File: src/rtl/lzw_pkg.sv
// Shared definitions for the LZW receive-side backward assembler.
//   - state_e      : assembler FSM state encoding
//   - GMII_*       : preamble / start-of-frame delimiter bytes
//   - LAST_BIT     : position of the end-of-segment flag in a FIFO word
//   - WORD_W       : FIFO word width (flag + byte)
//   - IFG_CNT_W    : width of the saturating inter-frame-gap counter
//   - IFG_LEAD     : cycles from the IDLE start decision to the first byte being
//                    staged, i.e. idle output cycles that are already guaranteed
//                    once IDLE commits to a start
package lzw_pkg;

  typedef enum logic [2:0] {
    StIdle,
    StAck,
    StPre,
    StHead,
    StPload,
    StFlush,
    StIfg
  } state_e;

  localparam logic [7:0]  GMII_PREAMBLE = 8'h55;
  localparam logic [7:0]  GMII_SFD      = 8'hD5;

  localparam int unsigned LAST_BIT  = 8;
  localparam int unsigned WORD_W    = 9;

  localparam int unsigned IFG_CNT_W = 5;
  localparam int unsigned IFG_LEAD  = 2;

endpackage

File: src/rtl/lzw_ifg_counter.sv
// Saturating idle counter used to enforce the inter-frame gap.
//   clk_i   : system clock
//   rst_ni  : asynchronous active-low reset; counter loads IFG_LEN so the first
//             frame after reset is not held back
//   clear_i : a data byte is being staged for output this cycle
//   ready_o : enough idle cycles have elapsed that a frame may start now
// The count tracks idle cycles on the staged (pre-register) data enable. LEAD
// idle output cycles are still guaranteed after a start decision, so they are
// credited in the compare; this makes the observed gap exactly IFG_LEN.
module lzw_ifg_counter
  import lzw_pkg::*;
#(
  parameter int unsigned IFG_LEN = 12,
  parameter int unsigned LEAD    = IFG_LEAD
) (
  input  logic clk_i,
  input  logic rst_ni,
  input  logic clear_i,
  output logic ready_o
);

  localparam logic [IFG_CNT_W-1:0] CntMax  = '1;
  localparam logic [IFG_CNT_W-1:0] CntInit = IFG_CNT_W'(IFG_LEN);

  logic [IFG_CNT_W-1:0] cnt_d, cnt_q;

  always_comb begin
    cnt_d = cnt_q;
    if (clear_i) begin
      cnt_d = '0;
    end else if (cnt_q != CntMax) begin
      cnt_d = cnt_q + 1'b1;
    end
  end

  always_ff @(posedge clk_i or negedge rst_ni) begin
    if (!rst_ni) begin
      cnt_q <= CntInit;
    end else begin
      cnt_q <= cnt_d;
    end
  end

  assign ready_o = ({1'b0, cnt_q} + (IFG_CNT_W + 1)'(LEAD)) >= (IFG_CNT_W + 1)'(IFG_LEN);

endmodule

File: src/rtl/lzw_backward_assemble.sv
// Backward assembler: re-serialises a frame's head and payload segments, taken
// from two show-ahead FIFOs with req/ack handshakes, into one GMII byte stream:
// [preamble + SFD] head payload, followed by an enforced inter-frame gap.
//   I_sys_clk / I_sys_rst_n       : clock, asynchronous active-low reset
//   I_head_no_pload               : frame has no payload segment (valid with head req)
//   I_fifo_head_req / _ack        : head segment available / accepted (1-cycle pulse)
//   O_fifo_head_rd, _rdata, _empty: head FIFO pop, show-ahead word {last, byte}, empty
//   I_fifo_pload_req / _ack       : payload segment available / accepted
//   O_fifo_pload_rd, _rdata, _empty: payload FIFO pop, word, empty
//   O_rx_gmii_data / _data_en     : registered GMII output
//   O_underrun_err                : registered 1-cycle pulse when a FIFO runs dry mid-segment
//   O_busy                        : FSM is outside IDLE
module lzw_backward_assemble
  import lzw_pkg::*;
#(
  parameter int unsigned PRE_LEN      = 7,
  parameter bit          ADD_PREAMBLE = 1'b1,
  parameter int unsigned IFG_LEN      = 12
) (
  input  logic              I_sys_clk,
  input  logic              I_sys_rst_n,
  input  logic              I_head_no_pload,
  input  logic              I_fifo_head_req,
  output logic              O_fifo_head_ack,
  output logic              O_fifo_head_rd,
  input  logic [WORD_W-1:0] I_fifo_head_rdata,
  input  logic              I_fifo_head_empty,
  input  logic              I_fifo_pload_req,
  output logic              O_fifo_pload_ack,
  output logic              O_fifo_pload_rd,
  input  logic [WORD_W-1:0] I_fifo_pload_rdata,
  input  logic              I_fifo_pload_empty,
  output logic [7:0]        O_rx_gmii_data,
  output logic              O_rx_gmii_data_en,
  output logic              O_underrun_err,
  output logic              O_busy
);

  localparam logic [7:0] PreLast = 8'(PRE_LEN);

  state_e     state_d, state_q;
  logic       no_pload_d, no_pload_q;
  logic       flush_head_d, flush_head_q;  // flushing the head FIFO (else payload)
  logic [7:0] pre_cnt_d, pre_cnt_q;
  logic [7:0] data_d, data_q;
  logic       en_d, en_q;
  logic       underrun_d, underrun_q;
  logic       ifg_ready;

  logic head_last, pload_last;
  assign head_last  = I_fifo_head_rdata[LAST_BIT];
  assign pload_last = I_fifo_pload_rdata[LAST_BIT];

  lzw_ifg_counter #(
    .IFG_LEN (IFG_LEN),
    .LEAD    (IFG_LEAD)
  ) u_ifg_counter (
    .clk_i   (I_sys_clk),
    .rst_ni  (I_sys_rst_n),
    .clear_i (en_d),
    .ready_o (ifg_ready)
  );

  always_ff @(posedge I_sys_clk or negedge I_sys_rst_n) begin
    if (!I_sys_rst_n) begin
      state_q      <= StIdle;
      no_pload_q   <= 1'b0;
      flush_head_q <= 1'b0;
      pre_cnt_q    <= '0;
      data_q       <= '0;
      en_q         <= 1'b0;
      underrun_q   <= 1'b0;
    end else begin
      state_q      <= state_d;
      no_pload_q   <= no_pload_d;
      flush_head_q <= flush_head_d;
      pre_cnt_q    <= pre_cnt_d;
      data_q       <= data_d;
      en_q         <= en_d;
      underrun_q   <= underrun_d;
    end
  end

  // Next-state logic
  always_comb begin
    state_d      = state_q;
    no_pload_d   = no_pload_q;
    flush_head_d = flush_head_q;
    pre_cnt_d    = pre_cnt_q;
    unique case (state_q)
      StIdle: begin
        if (I_fifo_head_req && (I_head_no_pload || I_fifo_pload_req) && ifg_ready) begin
          state_d    = StAck;
          no_pload_d = I_head_no_pload;
        end
      end
      StAck: begin
        pre_cnt_d = '0;
        state_d   = ADD_PREAMBLE ? StPre : StHead;
      end
      StPre: begin
        if (pre_cnt_q == PreLast) begin
          state_d = StHead;
        end else begin
          pre_cnt_d = pre_cnt_q + 1'b1;
        end
      end
      StHead: begin
        if (I_fifo_head_empty) begin
          state_d      = StFlush;
          flush_head_d = 1'b1;
        end else if (head_last) begin
          state_d = no_pload_q ? StIfg : StPload;
        end
      end
      StPload: begin
        if (I_fifo_pload_empty) begin
          state_d      = StFlush;
          flush_head_d = 1'b0;
        end else if (pload_last) begin
          state_d = StIfg;
        end
      end
      StFlush: begin
        // Drain the rest of the truncated segment(s) so the FIFOs stay aligned.
        if (flush_head_q) begin
          if (!I_fifo_head_empty && head_last) begin
            if (no_pload_q) begin
              state_d = StIfg;
            end else begin
              flush_head_d = 1'b0;
            end
          end
        end else if (!I_fifo_pload_empty && pload_last) begin
          state_d = StIfg;
        end
      end
      StIfg:   state_d = StIdle;
      default: state_d = StIdle;
    endcase
  end

  // Output / datapath logic
  always_comb begin
    O_fifo_head_ack  = (state_q == StAck);
    O_fifo_pload_ack = (state_q == StAck) && !no_pload_q;
    O_fifo_head_rd   = 1'b0;
    O_fifo_pload_rd  = 1'b0;
    data_d           = '0;
    en_d             = 1'b0;
    underrun_d       = 1'b0;
    unique case (state_q)
      StPre: begin
        en_d   = 1'b1;
        data_d = (pre_cnt_q == PreLast) ? GMII_SFD : GMII_PREAMBLE;
      end
      StHead: begin
        if (I_fifo_head_empty) begin
          underrun_d = 1'b1;
        end else begin
          O_fifo_head_rd = 1'b1;
          en_d           = 1'b1;
          data_d         = I_fifo_head_rdata[7:0];
        end
      end
      StPload: begin
        if (I_fifo_pload_empty) begin
          underrun_d = 1'b1;
        end else begin
          O_fifo_pload_rd = 1'b1;
          en_d            = 1'b1;
          data_d          = I_fifo_pload_rdata[7:0];
        end
      end
      StFlush: begin
        if (flush_head_q) begin
          O_fifo_head_rd = !I_fifo_head_empty;
        end else begin
          O_fifo_pload_rd = !I_fifo_pload_empty;
        end
      end
      default: ;
    endcase
  end

  assign O_rx_gmii_data    = data_q;
  assign O_rx_gmii_data_en = en_q;
  assign O_underrun_err    = underrun_q;
  assign O_busy            = (state_q != StIdle);

endmodule

File: config.mk
export PLATFORM = sky130hd
export DESIGN_NAME = lzw_backward_assemble
export DESIGN_NICKNAME = d
export VERILOG_FILES = /design/src/rtl/lzw_pkg.sv /design/src/rtl/lzw_ifg_counter.sv /design/src/rtl/lzw_backward_assemble.sv
export SDC_FILE = /design/constraint.sdc
export NUM_CORES = 1
export LEC_CHECK = 0
export CAP_MARGIN = 10
export CELL_PAD_IN_SITES_DETAIL_PLACEMENT = 0
export CELL_PAD_IN_SITES_GLOBAL_PLACEMENT = 2
export CORE_UTILIZATION = 29
export CTS_CLUSTER_SIZE = 30
export DETAILED_ROUTE_END_ITERATION = 7
export GPL_ROUTABILITY_DRIVEN = 0
export PLACE_DENSITY = 0.79
export SETUP_SLACK_MARGIN = 0.4
export SLEW_MARGIN = 20
export SYNTH_ARGS = -nofsm -noshare
export SYNTH_HDL_FRONTEND = slang
export SYNTH_SLANG_ARGS = --single-unit
File: constraint.sdc
create_clock -name I_sys_clk -period 2.19 [get_ports I_sys_clk]
set_clock_uncertainty 0.05 [all_clocks]
set_input_delay 0.438 -clock I_sys_clk [delete_from_list [all_inputs] [get_ports I_sys_clk]]
set_output_delay 0.438 -clock I_sys_clk [all_outputs]
set_load 0.01 [all_outputs]
Word level (Yosys, flattened, before mapping)
Cells that the tools add are included.
{"block": "classes", "shifts": 0, "mux": 36, "bitwise": 0, "n_reduce_logical": 18, "add_sub_neg": 3, "eq_ne": 17, "n_lt_le_gt_ge": 1, "n_mul": 0, "div": 0}
{"operator": "two-way mux 8 bit", "count": 4}
{"operator": "two-way mux 3 bit", "count": 10}
{"operator": "one-hot mux 8 bit (3 select lines)", "count": 1}
{"operator": "one-hot mux 3 bit (6 select lines)", "count": 1}
{"operator": "one-hot mux 8 bit (2 select lines)", "count": 1}
{"operator": "!= test 3 bit, second input constant", "count": 5}
{"operator": "two-way mux 1 bit", "count": 11}
{"operator": "two-way mux 5 bit", "count": 2}
{"operator": "!= test 2 bit, second input constant", "count": 5}
{"operator": "adder 8 x 1 -> 8 bit, second input constant", "count": 1}
{"operator": "equality test 8 x 3 -> 1 bit, second input constant", "count": 1}
{"operator": "AND reduction 7 bit", "count": 1}
{"operator": "adder 5 x 2 -> 6 bit, second input constant", "count": 1}
{"operator": "equality test 3 x 2 -> 1 bit, second input constant", "count": 2}
{"operator": "equality test 3 bit, second input constant", "count": 2}
{"operator": "greater-or-equal comparator 6 x 4 -> 1 bit, second input constant", "count": 1}
{"operator": "one-hot mux 1 bit (2 select lines)", "count": 3}
{"operator": "one-hot mux 1 bit (3 select lines)", "count": 2}
{"operator": "nonzero test 3 bit", "count": 2}
{"operator": "adder 5 x 1 -> 5 bit, second input constant", "count": 1}
{"operator": "logical AND 1 bit", "count": 5}
{"operator": "!= test 5 bit, second input constant", "count": 1}
{"operator": "AND reduction 2 bit", "count": 2}
{"operator": "nonzero test 2 bit", "count": 2}
{"operator": "other kinds (6)", "count": 8}
{"block": "totals", "latch_bits": 0, "mem_count": 0, "reg_bits": 28, "in_bits": 25, "output_inout_bits": 15, "ramBits": 0, "word_cells": 83, "romBits": 0}

Longest topological paths before layout
{"block": "logic_depth", "depth_word": 5, "depth_mapped": 7, "ltp_nobuf": 6}

By module
From an unflattened synthesis, not the netlist that was laid out.
{"block": "unflattened", "hier_cells": 147, "area_unflattened_um2": 1540.2}
{"mod": "lzw_backward_assemble", "instances": 1, "cells_each": 114, "area_each_um2": 1218.7, "seq_area_each_um2": 575.6}
{"mod": "lzw_ifg_counter", "instances": 1, "cells_each": 33, "area_each_um2": 321.6, "seq_area_each_um2": 127.6}

Worst setup path before layout
OpenSTA, ideal clock, no wires.
{"block": "synth_timing", "kind": "register to register", "startpoint": "register pre_cnt_q[3]", "endpoint": "register state_q[2]", "arrival_time_ns": 1.712, "setup_slack_ns": 0.336, "path_stages_with_launch": 6, "path_buffers": 0, "period_less_slack_ns": 1.854, "required_ns": 2.048, "setup_time_ns": 0.092, "cell_sequence": "dfrtp_1 -> or4_4 -> o31ai_4 -> o311a_2 -> nand2b_2 -> o31ai_2"}
{"block": "synth_between", "elab_chain_len": 3}
{"item": "start, declared", "line_no": "lzw_backward_assemble.sv:44", "rtl": "logic [7:0] pre_cnt_d, pre_cnt_q;"}
{"item": "start signal, assigned", "line_no": "lzw_backward_assemble.sv:77", "rtl": "pre_cnt_q <= pre_cnt_d;"}
{"item": "equality test 8 x 3 -> 1 bit", "line_no": "lzw_backward_assemble.sv:102", "rtl": "if (pre_cnt_q == PreLast) begin"}
{"item": "!= test 2 bit (no line)"}
{"item": "AND reduction 7 bit (no line)"}
{"item": "end signal, assigned", "line_no": "lzw_backward_assemble.sv:66", "rtl": "state_q <= StIdle;"}
{"item": "end signal, assigned", "line_no": "lzw_backward_assemble.sv:74", "rtl": "state_q <= state_d;"}
{"item": "end, declared", "line_no": "lzw_backward_assemble.sv:41", "rtl": "state_e state_d, state_q;"}
No other way between the ends.
A chain may end at the register's enable or synchronous reset.

Worst setup path after layout
{"block": "layout_timing", "startpoint": "input I_fifo_pload_rdata[8]", "endpoint": "register state_q[2]"}
{"block": "layout_between", "elab_chain_len": 3, "word_cells_on_any_way": 4, "classes_between": "eq/ne: 2; reduce/logical: 2"}
{"item": "start, declared", "line_no": "lzw_backward_assemble.sv:31", "rtl": "input logic [WORD_W-1:0] I_fifo_pload_rdata,"}
{"item": "logical AND 1 bit", "line_no": "lzw_backward_assemble.sv:134", "rtl": "end else if (!I_fifo_pload_empty && pload_last) begin"}
{"item": "!= test 3 bit (no line)"}
{"item": "AND reduction 7 bit (no line) *"}
Every way passes the cells marked *; elsewhere a longest branch is shown, timed or not.

==> results.ini <==
[outcome]
outcome = finished clean

[timing]
slew_headroom_pct = 75.74
setup_viol = 0
fmax_mhz = 529.6
worst_pin_slew_ns = 0.3639
hold_viol = 0
post-route-period-util_pct = 86.22
period_needed_ns = 1.888
timing.setup.tns_ns = 0
rsz0062_at_grt = yes
slew_viol_final = 0
finalHoldWorstSlack_ns = 0.4765

[grt]
grt_max_degree = 29
grt_overflow = 0
grt_pass1_wl_um = 6265
antenna_found_initial = 0
grt_pass1_vias = 1381
track_usage_pct = 14.94

[logic_synthesis]
synth_cell_type_count = 44
ys_async_sr_fraction_pct = 100.0
synth_edf_count = 0
synth_seq_cells = 28
syn_area_per_cell_um2 = 9.993
synth_top_area_cell = dfrtp_1
seq_area_frac_synth_pct = 46.91
syn-cell-area_um2 = 1499
synth_top_cells_by_area = dfrtp_1, nor2_1, ha_1
postSynthCellCount = 150
yosys_warnings = 0
synthesis.nets = 180
ys.flop_type = dfrtp_1
synth_top_area_share_pct = 43.41

[layout]
seqCellArea_um2 = 708.2
layout.nets = 253
syn2layout_area_growth_pct = 61.02
drive_gt1_share_pct = 32.88
n_antenna_cell = 0
multiInputGateArea_um2 = 859.6
fin_cells = 289
fill_cells = 444

[critical_path]
critical_path_class = input port to flop
crit_fanout = 2
crit_required_ns = 2.33
start_kind = input port
cp-end-kind = flop
crit_arrival_ns = 2.03

[detailed_routing]
vias = 1365
firstDrtPassIters = 4
drtIter0Drc = 23
ant_nets = 0
wl_um = 3913
drc_errors = 0
drt-wirelength-per-cell_um = 13.54
via_per_inst = 4.723

[clock_tree]
clk_latency_ns = 0.27
cts.reportedPaths.clkPinSlew_ns = 0.09
cts_tree = done
cts-htree-levels = 1
clock_sinks = 28
cts_buffers = 3
cts_buffer_depth = 2
holdBufCountCts = 0
root_buffer = clkbuf_8

[pwr]
leakage_nw = 1.049
max-vdd-ir-drop_mv = 0.7353
powerDensity_nw_per_um2 = 1140

[floorplanning]
initial_core_util_pct = 30.92
die_h_um = 73.90
die_x_um = 73.90
rows = 25
dieArea_um2 = 5460
core-area_um2 = 4848
io_pins = 40

[placed_design]
io_buffers = 39
place_inst = 263
dp_hpwl_um = 2772

[worst_hold_path]
min_path_type = input port to async pin

[run]
cap_violations = 0

==> stage by stage <==
step / util, % / instance area, µm² / total power [mW] / setup slack (ns)
finish: 49.78 / 2414 / 2.750 / 0.3017
global route: 49.78 / 2414 / 2.957 / 0.2591
CTS: 47.05 / 2281 / 2.523 / 0.2715
detailed placement: 43.05 / 2087 / 1.975 / 0.02289
global placement: 43.05 / 2087 / 1.963 / 0.05612
floorplan: - / 1530 / 1.493 / 0.3878
==> synthesized netlist by cell type (2+ instances only) <==
cell       n
a211oi_1   2
a21oi_1    5
a221o_1    4
a22o_1     3
a32o_1     2
and2_1     2
and3_1     2
clkbuf_1   6
dfrtp_1   26
dfstp_2    2
ha_1       5
inv_1      7
mux2i_1    2
nand2_1   10
nand3_1    5
nand4_1    2
nor2_1    19
nor2b_1    5
nor3_1     2
o21ai_0    6
o31ai_1    2
or3_1      3
or3b_2     2
xnor2_1    4
xor2_1     3
==> report_power, final <==
part	leakage, nW	internal (mW)	switching [mW]
Combinational	0.661	0.862	0.634
Sequential	0.352	0.689	0.163
Clock	0.0357	0.245	0.158
Total	1.05	1.80	0.955
==> flip-flops by register name (all words and copies together), names as in the netlist <==
register	count
O_rx_gmii_data	8
pre_cnt_q	8
u_ifg_counter.cnt_q	5
state_q	3
O_rx_gmii_data_en	1
O_underrun_err	1
flush_head_q	1
no_pload_q	1
==> layer usage <==
layer | vias up | global-route usage (%) | share of wire (%)
li1 | 682 | - | -
met1 | 660 | 18.73 | 43
met2 | 18 | 26.50 | 53
met3 | 5 | 3.292 | 3.1
met4 | 0 | 2.564 | 0.64
met5 | - | 0 | 0
==> cells by family after synthesis <==
family | synth area share (%)
and+or+nand+nor | 21.95
DFF | 46.91
AOI/OAI and AO/OA | 17.95
muxes | 1.336
buffers and inverters | 3.589
xor gates and xnor gates | 4.090
adders and majority gates | 4.174
==> critical path, stage by stage <==
cell and delay (ns):
clkdlybuf4s50_1 0.47, or3b_2 0.46, a31oi_1 0.20, o22ai_1 0.12, nand2b_4 0.17, o31ai_4 0.16
==> path summary, 6_finish.rpt <==
check / startpoint / endpoint / slack (ns) / cells past startpoint
setup / recovery: I_fifo_pload_rdata[8] / state_q[2] / 0.30 / 6
hold / removal: I_sys_rst_n / pre_cnt_q[4] / 0.48 / 2
setup reg to reg: pre_cnt_q[5] / state_q[2] / 0.33 / 5
hold reg to reg: pre_cnt_q[0] / pre_cnt_q[0] / 0.48 / 1
max in group asynchronous: I_sys_rst_n / u_ifg_counter.cnt_q[2] / 1.30 / 2
min in group I_sys_clk: pre_cnt_q[0] / pre_cnt_q[0] / 0.48 / 1
==> area by class of cell <==
cell class                      count  share of cell area [%]
Multi-Input combinational cell    108                   35.61
Sequential cell                    28                   29.34
Timing Repair Buffer               75                   27.53
Tap cell                           67                   3.473
Clock buffer                        3                   1.711
Clock inverter                      1                   1.244
Inverter                            7                   1.089
==> timing repair <==
action                     in CTS  in global routing
gates resized for setup        22                 22
buffers inserted               12                 10
setup endpoints to repair      16                 20
cloned                          0                  0
pin swaps                       9                 18
==> cells in the final DEF, fill, tap and decap left out, types with 3 or more instances in the layout <==
master and instances:
nor2_1 17, buf_4 30, a21oi_1 5, a221o_1 4
xnor2_1 3, nand2_1 10, nand3_1 5, clkbuf_8 3
dfrtp_2 4, xor2_1 3, inv_1 6, ha_1 3
a22o_1 3, dfrtp_1 22, o21ai_0 5, buf_6 7
nor2b_1 4, clkdlybuf4s50_1 34
Power figures use the tool's default switching activity.
